==> src/rtl/neuron_mac_gen.sv <==
// Runtime-configured fully-connected neuron: weights/bias loaded over the shared
// config bus, streamed inputs MAC'd with saturation, ReLU or linear activation.
module neuron_mac_gen #(
    parameter int LAYER_NO   = 1,
    parameter int NEURON_NO  = 0,
    parameter int NUM_WEIGHT = 30,
    parameter int DATA_WIDTH = 16,
    parameter int FRAC_BITS  = 8
) (
    input  logic                  clk,
    input  logic                  rst,
    input  logic [31:0]           cfg_layer,
    input  logic [31:0]           cfg_neuron,
    input  logic                  weight_valid,
    input  logic [31:0]           weight_value,
    input  logic                  bias_valid,
    input  logic [31:0]           bias_value,
    output logic                  cfg_drop,
    input  logic                  act_sel,
    input  logic                  in_valid,
    input  logic [DATA_WIDTH-1:0] in_data,
    output logic                  in_ready,
    output logic                  out_valid,
    output logic [DATA_WIDTH-1:0] out_data,
    input  logic                  out_ready
);
    // Handshake: a beat/result transfers on the rising edge where valid & ready
    // are both high; out_valid/out_data hold steady until that edge.

    localparam int AW2 = 2 * DATA_WIDTH;
    localparam int CW  = $clog2(NUM_WEIGHT + 1);
    localparam int IW  = (NUM_WEIGHT > 1) ? $clog2(NUM_WEIGHT) : 1;

    localparam logic [31:0] LAYER_ID  = LAYER_NO;
    localparam logic [31:0] NEURON_ID = NEURON_NO;

    localparam logic signed [AW2-1:0] ACC_MAX = {1'b0, {(AW2-1){1'b1}}};
    localparam logic signed [AW2-1:0] ACC_MIN = {1'b1, {(AW2-1){1'b0}}};
    localparam logic signed [AW2-1:0] OUT_MAX = {{(AW2-DATA_WIDTH+1){1'b0}}, {(DATA_WIDTH-1){1'b1}}};
    localparam logic signed [AW2-1:0] OUT_MIN = {{(AW2-DATA_WIDTH+1){1'b1}}, {(DATA_WIDTH-1){1'b0}}};

    typedef enum logic [2:0] {
        ST_ACCUM = 3'd0,
        ST_DRAIN = 3'd1,
        ST_BIAS  = 3'd2,
        ST_ACT   = 3'd3,
        ST_OUT   = 3'd4
    } state_t;

    state_t state, state_next;

    logic signed [DATA_WIDTH-1:0] ram [NUM_WEIGHT];
    logic [IW-1:0]                wptr;
    logic [CW-1:0]                count;
    logic signed [DATA_WIDTH-1:0] bias_reg;
    logic signed [AW2-1:0]        prod;
    logic                         prod_vld;
    logic signed [AW2-1:0]        acc;
    logic                         act_q;

    logic                  cfg_match;
    logic                  busy;
    logic                  weight_wr;
    logic                  bias_wr;
    logic                  beat_fire;
    logic [IW-1:0]         rd_idx;
    logic signed [AW2-1:0] prod_next;
    logic signed [AW2-1:0] bias_ext;

    function automatic logic signed [AW2-1:0] sat_add(input logic signed [AW2-1:0] a,
                                                       input logic signed [AW2-1:0] b);
        logic signed [AW2-1:0] s;
        s = a + b;
        if ((a[AW2-1] == b[AW2-1]) && (s[AW2-1] != a[AW2-1]))
            s = a[AW2-1] ? ACC_MIN : ACC_MAX;
        return s;
    endfunction

    function automatic logic [DATA_WIDTH-1:0] activate(input logic signed [AW2-1:0] a,
                                                        input logic linear);
        logic signed [AW2-1:0] scaled;
        logic signed [AW2-1:0] clamped;
        scaled = a >>> FRAC_BITS;
        if (scaled > OUT_MAX)
            clamped = OUT_MAX;
        else if (scaled < 0 && !linear)
            clamped = '0;
        else if (scaled < OUT_MIN)
            clamped = OUT_MIN;
        else
            clamped = scaled;
        return clamped[DATA_WIDTH-1:0];
    endfunction

    assign cfg_match = (cfg_layer == LAYER_ID) && (cfg_neuron == NEURON_ID);
    assign busy      = (state != ST_ACCUM) || (count != '0);
    assign weight_wr = cfg_match && weight_valid && !busy && !rst;
    assign bias_wr   = cfg_match && bias_valid && !busy;
    assign in_ready  = (state == ST_ACCUM) && (count < CW'(NUM_WEIGHT));
    assign beat_fire = in_valid && in_ready;
    assign rd_idx    = count[IW-1:0];
    assign prod_next = $signed(in_data) * ram[rd_idx];
    // Bias is brought up to the product scale (2*FRAC_BITS fractional bits).
    assign bias_ext  = $signed({{DATA_WIDTH{bias_reg[DATA_WIDTH-1]}}, bias_reg}) <<< FRAC_BITS;

    always_ff @(posedge clk) begin
        if (rst)
            state <= ST_ACCUM;
        else
            state <= state_next;
    end

    always_comb begin
        state_next = state;
        case (state)
            ST_ACCUM: if (beat_fire && count == CW'(NUM_WEIGHT - 1)) state_next = ST_DRAIN;
            ST_DRAIN: state_next = ST_BIAS;
            ST_BIAS:  state_next = ST_ACT;
            ST_ACT:   state_next = ST_OUT;
            ST_OUT:   if (out_ready) state_next = ST_ACCUM;
            default:  state_next = ST_ACCUM;
        endcase
    end

    // Weight RAM is deliberately not reset so weights survive rst.
    always_ff @(posedge clk) begin
        if (weight_wr)
            ram[wptr] <= weight_value[DATA_WIDTH-1:0];
    end

    always_ff @(posedge clk) begin
        if (rst) begin
            wptr      <= '0;
            count     <= '0;
            bias_reg  <= '0;
            prod      <= '0;
            prod_vld  <= 1'b0;
            acc       <= '0;
            act_q     <= 1'b0;
            out_valid <= 1'b0;
            out_data  <= '0;
            cfg_drop  <= 1'b0;
        end else begin
            cfg_drop <= cfg_match && (weight_valid || bias_valid) && busy;
            if (weight_wr)
                wptr <= (wptr == IW'(NUM_WEIGHT - 1)) ? '0 : wptr + IW'(1);
            if (bias_wr)
                bias_reg <= bias_value[DATA_WIDTH-1:0];

            prod_vld <= beat_fire;
            if (beat_fire) begin
                prod  <= prod_next;
                count <= count + CW'(1);
            end

            case (state)
                ST_ACCUM, ST_DRAIN: begin
                    if (prod_vld)
                        acc <= sat_add(acc, prod);
                end
                ST_BIAS: begin
                    acc   <= sat_add(acc, bias_ext);
                    act_q <= act_sel;
                end
                ST_ACT: begin
                    out_data  <= activate(acc, act_q);
                    out_valid <= 1'b1;
                end
                ST_OUT: begin
                    if (out_ready) begin
                        out_valid <= 1'b0;
                        acc       <= '0;
                        count     <= '0;
                    end
                end
                default: ;
            endcase
        end
    end

    generate
        if (DATA_WIDTH < 32) begin : g_unused
            logic unused_cfg_bits;
            assign unused_cfg_bits = ^{weight_value[31:DATA_WIDTH], bias_value[31:DATA_WIDTH]};
        end
    endgenerate

endmodule

==> config.mk <==
export PLATFORM = sky130hd
export DESIGN_NAME = neuron_mac_gen
export DESIGN_NICKNAME = d
export VERILOG_FILES = /design/src/rtl/neuron_mac_gen.sv
export SDC_FILE = /design/constraint.sdc
export NUM_CORES = 2
export LEC_CHECK = 0
export ABC_CLOCK_PERIOD_IN_PS = 21200
export CORE_UTILIZATION = 30
export CTS_BUF_LIST = sky130_fd_sc_hd__clkbuf_4 sky130_fd_sc_hd__clkbuf_8
export CTS_CLUSTER_SIZE = 16
export DETAILED_ROUTE_END_ITERATION = 16
export HOLD_SLACK_MARGIN = 0.08
export PLACE_DENSITY = 0.52
export SLEW_MARGIN = 15
export SYNTH_ARGS = -nofsm -noshare
export SYNTH_HDL_FRONTEND = slang
export SYNTH_SLANG_ARGS = --single-unit
==> constraint.sdc <==
create_clock -name clk -period 21.2 [get_ports clk]
set_input_delay 4.24 -clock clk [delete_from_list [all_inputs] [get_ports clk]]
set_output_delay 4.24 -clock clk [all_outputs]
set_load 0.005 [all_outputs]
==> run_results.csv <==
group,metric,value,unit
power,pwr-share-comb,66.5,%
clock_tree,path_clk_slew,0.06,ns
logic_synthesis,syn_nets,3405,
logic_synthesis,ys_seq_area_share,46.1,%
clock_tree,clock_sinks,593,
die,fp.dieW,349,um
power,p_clk_share,14.4,%
routing,route.met3.wl,3.56,mm
logic_synthesis,synthFlopType,"edfxtp_1",
power,p_leak,15.5,nW
power,pwr-share-seq,19.1,%
global_routing,antenna_found_initial,3,
logic_synthesis,postSynthAreaPerCell,12.7,sq um
timing,timing.final.crit_share,51.7,%
timing,slew_viol_final,0,
cells_and_area,seq_area,16700,sq um
global_routing,grt_start_max_net_pins,75,
cells_and_area,final_common_cell,"edfxtp_1",
cells_and_area,area_growth,14.7,%
clock_tree,hold_buffers,0,
global_routing,grtUsageTotal,14.9,%
die,floorplan.die_area,122000,sq um
power,power-per-cell-area,168,nW/um^2
clock_tree,clk_path_buf_depth,3,
routing,wl_per_cell,19.1,um
clock_tree,root_buffer,"clkbuf_8",
cells_and_area,fin_nets,3571,
critical_path,max_stage_delay,1.03,ns
timing,fin_tns_setup,0,ns
routing,wl_met1,40.5,mm
clock_tree,clock_latency,0.74,ns
timing,clock_skew,0.0472,ns
routing,route.met2.wl,44.0,mm
die,dieHeight,349,um
timing,rsz0062_at_grt,"false",
critical_path,path_cells,"clkdlybuf4s50_1 -> nor2b_1 -> inv_1 -> fa_1 -> inv_1 -> fa_1 -> fa_1 -> fa_1 -> fa_1 -> inv_1 -> fa_1 -> inv_1 -> ha_1 -> and4_1 -> a31o_2 -> o21ai_0 -> a21oi_1 -> o41ai_1 -> mux2i_1 -> o21ai_0 -> a21oi_1",
cells_and_area,fillers,11700,
logic_synthesis,synthArstFlopShare,0,%
clock_tree,htree_levels,3,
die,coreArea,119000,sq um
routing,drc,0,
logic_synthesis,netlist_area,36200,sq um
cells_and_area,final_cell_mix,"edfxtp_1, inv_1, fa_1",
critical_path,cp.required,21.83,ns
die,num_rows,126,
die,ioPinCount,170,
logic_synthesis,synth_cells,2847,
placement,dpl.hpwl,60.4,mm
critical_path,reg2reg_from,"count[0]",
clock_tree,cts_setup_buffers,0,
critical_path,cp-startpoint,"in_data[15]",
timing,setup_viol,0,
critical_path,crit_top_cell,"fa_1",
timing,finalHoldViolCount,0,
timing,fin_crit,10.97,ns
power,p_int,3.86,mW
clock_tree,cts_resized,0,
logic_synthesis,synth-edff-count,480,
clock_tree,cts_made_buffers,97,
timing,maxSlewHeadroom,27.2,%
cells_and_area,design_area,41500,sq um
flow_run,drv_cap,0,
placement,numPortBuffers,137,
worst_hold_path,holdCritPathClass,"register to register",
critical_path,worstSetupPathType,"input pin to register",
power,ir_drop,324,uV
cells_and_area,multi_input_area,17800,sq um
cells_and_area,largestRegisters,"ram (480), prod (32), acc (31)",
routing,drtAntennaViolNets,0,
global_routing,grt_pass1_vias,23500,
global_routing,grt_overflow,0,
power,p_switching,3.10,mW
routing,top_layer_used,"met4",
critical_path,slowest_stage,"clkdlybuf4s50_1",
global_routing,grt_pass1_wl,139,mm
outcome,outcome,"complete, no violations",
timing,max_freq,91.2,MHz
routing,drt_wl_total,89.6,mm
worst_hold_path,min-delay-start,"prod[28]",
routing,drtIter0Drc,1533,
die,initial_core_util,30.5,%
logic_synthesis,yosysWarnings,0,
placement,gp_congestion,0.793,
logic_synthesis,ys_seq_elements,593,
critical_path,worst_setup_path_start_kind,"input pin",
routing,drt-pass1-iter-count,5,
power,finalPower,6.96,mW
routing,vias,22700,
placement,place_area,39500,sq um
cells_and_area,layout-drive-gt1-share,13.9,%
logic_synthesis,ys_types,80,
critical_path,arrival,11.60,ns
cells_and_area,largest_reg_flops,480,
timing,tightest_slew,1.09,ns
routing,avgViaCountPerCell,4.83,
critical_path,cp_max_fo,16,
cells_and_area,top_register,"ram",
critical_path,cp-end-kind,"register",
power,swShare,44.5,%
clock_tree,cts_tree,"done",
[final timing paths]
path                   end  slack, ns  cells after the start
setup / recovery  prod[29]      10.23                     21
hold / removal    prod[28]       0.46                      2
hold reg to reg   prod[28]       0.46                      2
setup reg to reg  prod[29]      11.44                     25
[layout make-up]
type,count,area share (%)
multi-input cells,1803,43.0
flip-flops and latches,593,40.2
well taps,1600,4.83
repair buffers,193,4.31
clock buffers,131,3.85
inverters,325,2.94
clock inverters,44,0.796
diodes,1,0.00603
[Yosys cell counts (11+ instances only)]
library cell  number  area [sq um]
nand2b_1          48           300
mux4_2           144          3240
a211oi_1          25           188
a21o_1            42           315
nand3_1           29           145
edfxtp_1         480         14400
a21oi_1          127           636
nand4_1           16           100
nor4_1            33           206
inv_1            325          1220
o21a_1            16           120
nand2_1          163           612
xnor2_1           44           385
nor3_1            62           310
fa_1             264          5290
dfxtp_1          113          2260
and2_1            36           225
clkbuf_1         105           394
ha_1             143          1790
xor2_1            25           219
nand3b_1          11          82.6
o21ai_0           62           310
a31oi_1           17           106
and3_1            11          68.8
mux2i_1           32           320
mux2_2            23           259
nor2b_1          118           738
nor2_1           179           672
[worst max-delay path: cells and delay by family]
family	cells	cell delay, ns
adder cells (fa/ha/maj)	7	3.30
AND/OR/NAND/NOR	2	0.54
buffers and inverters	5	1.43
AO/OA/AOI/OAI	6	1.82
multiplexers	1	0.24
[routing by layer]
metal / up-vias / global-route usage (%)
li1: 10500 / -
met1: 11600 / 20.0
met2: 411 / 25.3
met3: 112 / 2.08
met4: 0 / 3.73
met5: - / 0
[power groups by stage]
stage	sequential (mW)	combinational [mW]	clock, mW
floorplan	1.33	3.69	0
global placement	1.35	4.68	0
detailed placement	1.35	4.69	0
CTS	1.33	4.71	1.04
global route	1.33	5.38	1.08
finish	1.33	4.63	1.00
[kinds of logic after synthesis]
family | count (synthesis) | share of synthesized area, %
and+or+nand+nor | 745 | 10.4
muxes | 199 | 10.6
AOI/OAI and AO/OA | 382 | 6.88
adders and majority gates | 408 | 19.6
buffers and inverters | 451 | 4.74
DFF | 593 | 46.1
xor gates and xnor gates | 69 | 1.67
[metrics by stage]
step | worst slack (ns) | cells | utilization [%] | hold slack, ns
after floorplan | 11.25 | 2847 | - | 0.436
after global placement | 9.59 | 4514 | 33.3 | 0.450
after detailed placement | 9.53 | 4514 | 33.3 | 0.452
after CTS | 10.31 | 4689 | 34.9 | 0.460
after global routing | 9.81 | 4690 | 34.9 | 0.481
final | 10.23 | 4690 | 34.9 | 0.458
Power figures use the tool's default switching activity.
